--- src/rtl/mul_bus_pkg.sv ---
// Shared types and helpers for the multiplier bus master.
// Holds the FSM state encoding, register addresses and the per-state phase length.
// Imported by the top-level FSM; the phase timer is type-agnostic.
package mul_bus_pkg;

   typedef enum logic [3:0] {
      IDLE      = 4'd0,
      WA_SETUP  = 4'd1,
      WA_PULSE  = 4'd2,
      WA_HOLD   = 4'd3,
      WA_GAP    = 4'd4,
      WB_SETUP  = 4'd5,
      WB_PULSE  = 4'd6,
      WB_HOLD   = 4'd7,
      WB_GAP    = 4'd8,
      RL_SETTLE = 4'd9,
      RL_GAP    = 4'd10,
      RH_SETTLE = 4'd11,
      RH_GAP    = 4'd12,
      DONE      = 4'd13
   } state_t;

   localparam logic ADDR_A  = 1'b0;
   localparam logic ADDR_B  = 1'b1;
   localparam logic ADDR_LO = 1'b0;
   localparam logic ADDR_HI = 1'b1;

   // Number of cycles spent in a state; untimed states (IDLE, DONE, gaps) report 1.
   function automatic int phase_len(input state_t s, input int setup_c, input int pulse_c,
                                    input int hold_c, input int settle_c);
      case (s)
         WA_SETUP, WB_SETUP:   phase_len = setup_c;
         WA_PULSE, WB_PULSE:   phase_len = pulse_c;
         WA_HOLD,  WB_HOLD:    phase_len = hold_c;
         RL_SETTLE, RH_SETTLE: phase_len = settle_c;
         default:              phase_len = 1;
      endcase
   endfunction

endpackage

--- src/rtl/mul_bus_phase_timer.sv ---
// Loadable down-counter that paces each bus phase.
// Reloads on i_load, then counts down to 1 and parks there; o_done is high at count 1.
// No handshake: the FSM loads it on every state entry.
module mul_bus_phase_timer #(
   parameter int CW = 2
) (
   input  logic          clk,
   input  logic          rst_n,
   input  logic          i_load,
   input  logic [CW-1:0] i_len,
   output logic          o_done
);

   logic [CW-1:0] r_cnt;

   // Reload on state entry, otherwise count down and stop at 1.
   always_ff @(posedge clk or negedge rst_n) begin
      if (!rst_n) begin
         r_cnt <= CW'(1);
      end else if (i_load) begin
         r_cnt <= i_len;
      end else if (r_cnt > CW'(1)) begin
         r_cnt <= r_cnt - CW'(1);
      end
   end

   assign o_done = (r_cnt == CW'(1));

endmodule

--- src/rtl/mul_bus_master.sv ---
// Drives the 8x8 multiplier's async bus: write A, write B, read lo, read hi.
// Latency accept->out_valid = 2*(SETUP+PULSE+HOLD+1) + 2*(SETTLE+1) cycles (16 by default).
// in_ready only in IDLE; a stalled out_ready parks the FSM in DONE with the bus idle.
module mul_bus_master
   import mul_bus_pkg::*;
#(
   parameter int SETUP_CYC  = 1,
   parameter int PULSE_CYC  = 2,
   parameter int HOLD_CYC   = 1,
   parameter int SETTLE_CYC = 2
) (
   input  logic        clk,
   input  logic        rst_n,
   input  logic        in_valid,
   output logic        in_ready,
   input  logic [7:0]  in_a,
   input  logic [7:0]  in_b,
   output logic        out_valid,
   input  logic        out_ready,
   output logic [15:0] out_prod,
   output logic        busy,
   output logic        bus_cs_n,
   output logic        bus_rd_n,
   output logic        bus_wr_n,
   output logic        bus_addr,
   output logic [7:0]  bus_dout,
   input  logic [7:0]  bus_din
);

   localparam int MAX_SP = (SETUP_CYC > PULSE_CYC) ? SETUP_CYC : PULSE_CYC;
   localparam int MAX_HS = (HOLD_CYC > SETTLE_CYC) ? HOLD_CYC : SETTLE_CYC;
   localparam int MAX_P  = (MAX_SP > MAX_HS) ? MAX_SP : MAX_HS;
   localparam int CW     = $clog2(MAX_P) + 1;

   state_t       r_state;
   state_t       w_nxt;
   logic         w_done;
   logic         w_load;
   logic [CW-1:0] w_len;
   logic [7:0]   r_a, r_b, r_lo, r_hi;
   logic [7:0]   w_a;
   logic         r_cs_n, r_rd_n, r_wr_n, r_addr;
   logic [7:0]   r_dout;
   logic         w_cs_n, w_rd_n, w_wr_n, w_addr;
   logic [7:0]   w_dout;

   assign w_load = (w_nxt != r_state);
   assign w_len  = CW'(phase_len(w_nxt, SETUP_CYC, PULSE_CYC, HOLD_CYC, SETTLE_CYC));

   mul_bus_phase_timer #(.CW(CW)) u_timer (
      .clk    (clk),
      .rst_n  (rst_n),
      .i_load (w_load),
      .i_len  (w_len),
      .o_done (w_done)
   );

   // Next state: timed states step through the sequence in enum order when the phase expires.
   always_comb begin
      w_nxt = r_state;
      case (r_state)
         IDLE:    if (in_valid)  w_nxt = WA_SETUP;
         DONE:    if (out_ready) w_nxt = IDLE;
         default: if (w_done)    w_nxt = state_t'(r_state + 4'd1);
      endcase
   end

   // Operand A is taken straight from the input on the accept edge, since r_a loads on that same edge.
   assign w_a = (r_state == IDLE) ? in_a : r_a;

   // Bus pin values for the state being entered; registered below so strobes never glitch.
   always_comb begin
      w_cs_n = 1'b1;
      w_rd_n = 1'b1;
      w_wr_n = 1'b1;
      w_addr = ADDR_A;
      w_dout = 8'h00;
      case (w_nxt)
         WA_SETUP, WA_HOLD: begin w_cs_n = 1'b0; w_dout = w_a; end
         WA_PULSE:          begin w_cs_n = 1'b0; w_wr_n = 1'b0; w_dout = w_a; end
         WA_GAP:            w_dout = w_a;
         WB_SETUP, WB_HOLD: begin w_cs_n = 1'b0; w_addr = ADDR_B; w_dout = r_b; end
         WB_PULSE:          begin w_cs_n = 1'b0; w_wr_n = 1'b0; w_addr = ADDR_B; w_dout = r_b; end
         WB_GAP:            begin w_addr = ADDR_B; w_dout = r_b; end
         RL_SETTLE:         begin w_cs_n = 1'b0; w_rd_n = 1'b0; w_addr = ADDR_LO; end
         RL_GAP:            w_addr = ADDR_LO;
         RH_SETTLE:         begin w_cs_n = 1'b0; w_rd_n = 1'b0; w_addr = ADDR_HI; end
         RH_GAP:            w_addr = ADDR_HI;
         default:           ;
      endcase
   end

   // State, registered bus pins, captured operands and read-back product bytes.
   always_ff @(posedge clk or negedge rst_n) begin
      if (!rst_n) begin
         r_state <= IDLE;
         r_cs_n  <= 1'b1;
         r_rd_n  <= 1'b1;
         r_wr_n  <= 1'b1;
         r_addr  <= 1'b0;
         r_dout  <= 8'h00;
         r_a     <= 8'h00;
         r_b     <= 8'h00;
         r_lo    <= 8'h00;
         r_hi    <= 8'h00;
      end else begin
         r_state <= w_nxt;
         r_cs_n  <= w_cs_n;
         r_rd_n  <= w_rd_n;
         r_wr_n  <= w_wr_n;
         r_addr  <= w_addr;
         r_dout  <= w_dout;
         if (r_state == IDLE && in_valid) begin
            r_a <= in_a;
            r_b <= in_b;
         end
         if (r_state == RL_SETTLE && w_done) r_lo <= bus_din;
         if (r_state == RH_SETTLE && w_done) r_hi <= bus_din;
      end
   end

   assign in_ready  = (r_state == IDLE);
   assign out_valid = (r_state == DONE);
   assign busy      = (r_state != IDLE);
   assign out_prod  = {r_hi, r_lo};
   assign bus_cs_n  = r_cs_n;
   assign bus_rd_n  = r_rd_n;
   assign bus_wr_n  = r_wr_n;
   assign bus_addr  = r_addr;
   assign bus_dout  = r_dout;

endmodule

--- config.mk ---
export PLATFORM = sky130hd
export DESIGN_NAME = mul_bus_master
export DESIGN_NICKNAME = d
export VERILOG_FILES = /design/src/rtl/mul_bus_pkg.sv /design/src/rtl/mul_bus_phase_timer.sv /design/src/rtl/mul_bus_master.sv
export SDC_FILE = /design/constraint.sdc
export NUM_CORES = 1
export LEC_CHECK = 0
export CAP_MARGIN = 10
export CORE_ASPECT_RATIO = 0.7
export CORE_MARGIN = 2
export CORE_UTILIZATION = 54
export CTS_CLUSTER_SIZE = 40
export DETAILED_ROUTE_END_ITERATION = 6
export PLACE_DENSITY = 0.9
export SLEW_MARGIN = 20
export SYNTH_ARGS = -nofsm -noshare
export SYNTH_HDL_FRONTEND = slang
export SYNTH_SLANG_ARGS = --single-unit
--- constraint.sdc ---
create_clock -name clk -period 6 [get_ports clk]
set_clock_uncertainty 0.05 [all_clocks]
set_input_delay 0.6 -clock clk [delete_from_list [all_inputs] [get_ports clk]]
set_output_delay 0.6 -clock clk [all_outputs]
set_load 0.01 [all_outputs]
==> summary.txt, run 1 <==
Worst setup path
  • R2R Path Start: r_state[0]
  • Crit path kind: reg -> out
  • Crit start category: flop
  • Crit. End Element: output port
  • Critical path arrival: 2.64 ns
  • Critical Path RT: 5.35 ns
  • CP max FO: 15
  • Critical Path Source: r_state[0]

Synthesis
  • Count leader, synth: dfrtp_1
  • Mapped Area: 2611 um^2
  • Flops & latches, synth: 50
  • Top post-synthesis cells by area: dfrtp_1 44%, mux2_2 14%, nand2_1 4.6%
  • Top cell type by total area after synthesis: dfrtp_1
  • Synth Instances: 240
  • Dominant synthesized flop cell: dfrtp_1
  • Synth top cells by count: 46 x dfrtp_1, 32 x mux2_2, 32 x nand2_1, 15 x inv_1, 13 x a31oi_1
  • Register area share after synthesis: 0.4811
  • Synthesized area per cell: 10.88 um^2
  • Top-area cell type share of the netlist area: 0.4408
  • Syn Nets: 272
  • Ys Warns: 0
  • Post-synth ARST share: 1.000
  • Unique masters post-synth: 55
  • Number of synthesized flops with an enable pin: 0

Floorplan
  • Die Span X: 87.12 um
  • Row count: 21
  • Die Ht: 62.18 um
  • IO Pins: 59
  • Core area: 4730 um^2
  • Initial core utilization: 0.5521
  • Die area: 5417 um^2

Global route
  • Maximum number of pins on one net before global-route repair: 51
  • Number of global-route vias before repair: 2011
  • First-pass GRT wire length: 10.16 mm
  • Global route total overflow: 0
  • Total track usage: 0.2399
  • Initial antenna violation count: 0

Clock tree
  • Root Driver: clkbuf_8
  • Postcts setup bufs: 0
  • Cts repair resizes: 0
  • Worst-path clk slew: 0.10 ns
  • CTS tree: yes
  • Worst-skew pair later-pin latency: 0.31 ns
  • Num CTS Buffers: 5
  • CTS sink count: 50
  • H-tree depth: 2
  • Cts hold-fix bufs: 0
  • Clock buffer depth: 2

Placed design
  • Post-detail-place hpwl: 4.363 mm
  • Routability cong.: 0.8880
  • Port Buffers: 58

Route
  • DRT Pass-1 Iters: 5
  • Post-route DRC: 0
  • Final wirelength: 6.048 mm
  • Initial DRC count: 248
  • Vias/cell: 6.072
  • Antenna-violating nets left: 0
  • WL per Instance: 17.48 um
  • Vias: 2101

Timing
  • Unrepaired setup endpoints after global routing: no
  • Setup_tns: 0 ns
  • Final hold violation count: 0
  • F_max: 304.1 MHz
  • Slew Limit Fails: 0
  • Worst Tran Pin Value: 0.7992 ns
  • Final period util: 0.5481
  • Final setup fails: 0
  • Min Tclk post-route: 3.289 ns
  • Slew HR: 0.4652

Power
  • Internal power: 1.180 mW
  • Combinational share of power: 0.553
  • Leak: 1.431 nW
  • Flop pwr share: 0.318
  • Psw: 0.7921 mW
  • Maximum vdd drop: 267.8 uV
  • Cell area power density: 597.9 nW/um^2
  • Switch share: 0.4017
  • Clock network power share: 0.128
  • Total power: 1.972 mW

Layout
  • Number of fill cells in the layout: 336
  • Area of the multi-input gates: 1211 um^2
  • ANT cells: 0
  • P&R area growth vs syn: 26.31%
  • Sequential cell area: 1256 um^2
  • Layout Nets: 320
  • Layout cells sized above 1: 0.1696

Status
  • Status: completed

Hold path
  • HP Class: in -> async

Run
  • Max Cap Viol: 0
==> power groups by stage <==
stage	clock network, mW	registers [mW]	logic [mW]
after floorplan	0	0.629	0.733
after global placement	0	0.623	1.04
after detailed placement	0	0.633	1.08
after CTS	0.260	0.626	1.09
after global routing	0.279	0.650	1.19
final	0.253	0.627	1.09
==> routing by layer <==
metal  vias up  part of all wire  GRT usage
met5         -                 0          0
met4         0             0.016    0.08269
met3         9             0.076    0.06250
met2       100              0.44     0.3445
met1      1018              0.46     0.3536
li1        974                 -          -
==> cell usage in the layout, fill, tap and decap left out, types with 2 or more instances in the layout <==
master,netlist,final
mux2_2,32,32
nand2_1,32,32
a31oi_1,13,13
nor2b_1,2,2
mux2i_1,9,9
clkdlybuf4s50_1,0,57
clkbuf_8,0,6
a2111oi_0,8,8
nand3_1,2,2
or3_1,2,2
o311ai_1,2,2
nor2_1,2,2
nor4_1,2,2
a22oi_1,9,9
and3_1,3,3
ha_1,4,4
inv_1,15,15
dfrtp_1,46,46
dfstp_2,4,4
o21ai_0,3,3
nand2b_1,2,2
==> final cells by class <==
class	count	area share
clock buffer	6	0.02504
sequential	50	0.3809
multi-input combinational	157	0.3672
tap	57	0.02162
inverter	16	0.01821
timing repair buffer	58	0.1753
clock inverter	2	0.01176
==> final timing paths <==
| path | to | cells past startpoint | slack, ns |
|---|---|---|---|
| setup / recovery | in_ready | 5 | 2.71 |
| hold / removal | r_b[0] | 1 | 0.25 |
| setup reg to reg | bus_dout[3] | 8 | 2.73 |
| hold reg to reg | r_hi[4] | 1 | 0.46 |
| max in group asynchronous | u_timer.r_cnt[1] | 1 | 5.23 |
| min in group clk | r_hi[4] | 1 | 0.46 |
==> worst max-delay path, cell delays in order (launching register included) <==
cell and delay, ns:
dfrtp_1 0.46, inv_1 0.17, ha_1 0.27, or3b_1 0.56, inv_2 0.29, clkdlybuf4s50_1 0.59
==> logic make-up after synthesis <==
logic type / share of synthesized area
buffers and inverters: 0.05510
DFF: 0.4811
and+or+nand+nor: 0.1164
adders and majority gates: 0.01917
muxes: 0.1725
AOI/OAI and AO/OA: 0.1524
xor gates and xnor gates: 0.003355
==> stage by stage <==
step	utilization	instances	area, um^2	hold WS (ns)	setup slack (ns)
4_1_cts	0.6968	346	3296	0.4599	2.719
2_1_floorplan	-	240	2611	0.2544	3.637
5_1_grt	0.6974	346	3298	0.2900	2.530
6_report	0.6974	346	3298	0.2534	2.711
3_3_place_gp	0.6712	338	3174	0.4359	2.994
3_5_place_dp	0.6712	338	3174	0.4422	2.778
==> state kept, by name, summed over array words and instances (netlist names) <==
signal / flops
bus_cs_n: 1
bus_dout: 8
r_hi: 8
r_state: 4
bus_wr_n: 1
r_a: 8
r_lo: 8
r_b: 8
u_timer.r_cnt: 2
bus_addr: 1
bus_rd_n: 1
(Power assumes the default switching activity.)
==> inputs of run 2 (changes only) <==
- CORE_UTILIZATION: 54 -> 45
- PLACE_DENSITY: 0.9 -> 0.81
- clock period: 6 -> 2.9 ns (I/O delays scaled with it)
==> run 2 against run 1 <==
  * The flow now finishes with violations (negative hold slack)
  * Global-route usage fell by 4.7 points
  * Via count fell by 1.9%
  * Worst setup slack got worse by 2.6 ns
  * Core utilization fell by 11 points
  * Final cell count rose by 7.2%
  * Die area rose by 19%
  * Sequential cell count did not move
  * Largest power group unchanged
==> summary.txt, run 2 (synthesis results as in run 1) <==
Placed design
  • Routability cong.: 0.9147
  • Placed cell area: 3249 um^2
  • Placed cells: 363
  • Port Buffers: 58
  • Post-detail-place hpwl: 4.450 mm
  • Post-place setup slack: 0.2892 ns

Timing
  • Final period util: 0.9568
  • Final hold violation count: 46
  • Setup_tns: 0 ns
  • Hold slack: -0.05306 ns
  • Min Tclk post-route: 2.775 ns
  • F_max: 360.4 MHz
  • Setup WS post-layout: 0.1251 ns
  • Slew Limit Fails: 0
  • Worst Tran Pin Value: 0.6120 ns
  • Slew HR: 0.5920
  • Unrepaired setup endpoints after global routing: no
  • Final setup fails: 0

Power
  • Maximum vdd drop: 513.3 uV
  • Leak: 1.450 nW
  • Clock network power share: 0.106
  • Switch share: 0.4040
  • Combinational share of power: 0.574
  • Internal power: 2.410 mW
  • Total power: 4.043 mW
  • Flop pwr share: 0.320
  • Psw: 1.633 mW
  • Cell area power density: 1207 nW/um^2

Clock tree
  • Worst-skew pair later-pin latency: 0.30 ns
  • Worst-path clk slew: 0.09 ns
  • Cts hold-fix bufs: 0
  • Num CTS Buffers: 5
  • Postcts setup bufs: 0
  • Root Driver: clkbuf_8
  • Cts repair resizes: 0
  • H-tree depth: 2
  • CTS tree: yes
  • CTS sink count: 50
  • Clock buffer depth: 2

Global route
  • Met3 usage: 0.04576
  • Grt met1 use: 0.2811
  • Met2 Use GR: 0.2917
  • Global route total overflow: 0
  • Total track usage: 0.1931
  • Initial antenna violation count: 0
  • First-pass GRT wire length: 9.501 mm
  • Layer with the highest usage: met2
  • Number of global-route vias before repair: 1957
  • Maximum number of pins on one net before global-route repair: 51

Floorplan
  • Die Ht: 67.74 um
  • Die area: 6438 um^2
  • Row count: 23
  • IO Pins: 59
  • Initial core utilization: 0.4606
  • Die Span X: 95.05 um
  • Core area: 5669 um^2

Route
  • Final wirelength: 5.956 mm
  • Vias/cell: 5.558
  • Initial DRC count: 245
  • Vias: 2062
  • Post-route DRC: 0
  • DRT Pass-1 Iters: 4
  • WL per Instance: 16.05 um
  • Antenna-violating nets left: 0

Hold path
  • HP Class: in -> async

Run
  • Max Cap Viol: 0

Worst setup path
  • Crit start category: flop
  • CP max FO: 15
  • Crit path kind: reg -> out
  • Critical Path RT: 2.56 ns
  • Critical path arrival: 2.43 ns
  • Crit. End Element: output port

Layout
  • Most common cell after layout, fill and taps aside: clkdlybuf4s50_1
  • Cell area after layout: 3351 um^2
  • Finished Layout Cells: 371
  • ANT cells: 0
  • Layout Nets: 327
  • Layout cells sized above 1: 0.1892
  • P&R area growth vs syn: 28.32%
  • Most frequent cells in the layout: 57 x clkdlybuf4s50_1, 46 x dfrtp_1, 32 x nand2_1, 32 x mux2_2, 15 x inv_1

Status
  • Failing checks: negative hold slack
  • Status: complete, but fails checks
-- run 2: changes by cell type in the layout (fill, tap and decap cells not counted) --
cell,before,now
buf_4,1,8
bufinv_16,1,0
clkinvlp_4,0,1
-- run 2: final timing paths --
| path | start | end | slack [ns] | depth (start not counted) |
|---|---|---|---|---|
| worst min-delay path | rst_n | r_hi[3] | -0.05 | 1 |
| worst max register to register | r_state[0] | bus_dout[7] | 0.22 | 9 |
| min in group clk | r_a[5] | r_a[5] | 0.46 | 1 |
| worst min register to register | r_a[5] | r_a[5] | 0.46 | 1 |
| worst max-delay path | r_state[0] | in_ready | 0.13 | 5 |
| max in group asynchronous | rst_n | bus_dout[4] | 2.44 | 1 |
-- run 2: critical path: stages, from the launching register on --
cell and delay (ns):
dfrtp_1 0.46, inv_1 0.17, ha_1 0.26, or3b_1 0.41, inv_2 0.23, clkdlybuf4s50_1 0.61
-- run 2: per-stage QoR --
stage	util	hold WS [ns]
finish	0.5910	-0.05306
global route	0.5910	0.001508
CTS	0.5906	0.1764
detailed placement	0.5732	0.4417
global placement	0.5732	0.4363
floorplan	-	-0.05559
-- run 2: cell type report --
cell class	instances	area, um^2
Fill cell	491	2318
Sequential cell	50	1256
Multi-Input combinational cell	157	1211
Timing Repair Buffer	65	630.6
Tap cell	75	93.84
Clock buffer	6	82.58
Inverter	16	60.06
Clock inverter	2	16.27
-- run 2: power groups by stage --
stage | Clock (mW) | Sequential (mW) | Combinational (mW)
finish | 0.430 | 1.29 | 2.32
detailed placement | 0 | 1.30 | 2.30
global route | 0.465 | 1.33 | 2.55
global placement | 0 | 1.29 | 2.25
CTS | 0.443 | 1.29 | 2.31
floorplan | 0 | 1.30 | 1.52
-- run 2: metal layers --
| metal | up-vias | wire (um) |
|---|---|---|
| li1 | 985 | - |
| met4 | 0 | 64 |
| met5 | - | 0 |
| met3 | 8 | 438 |
| met1 | 990 | 2822 |
| met2 | 79 | 2630 |
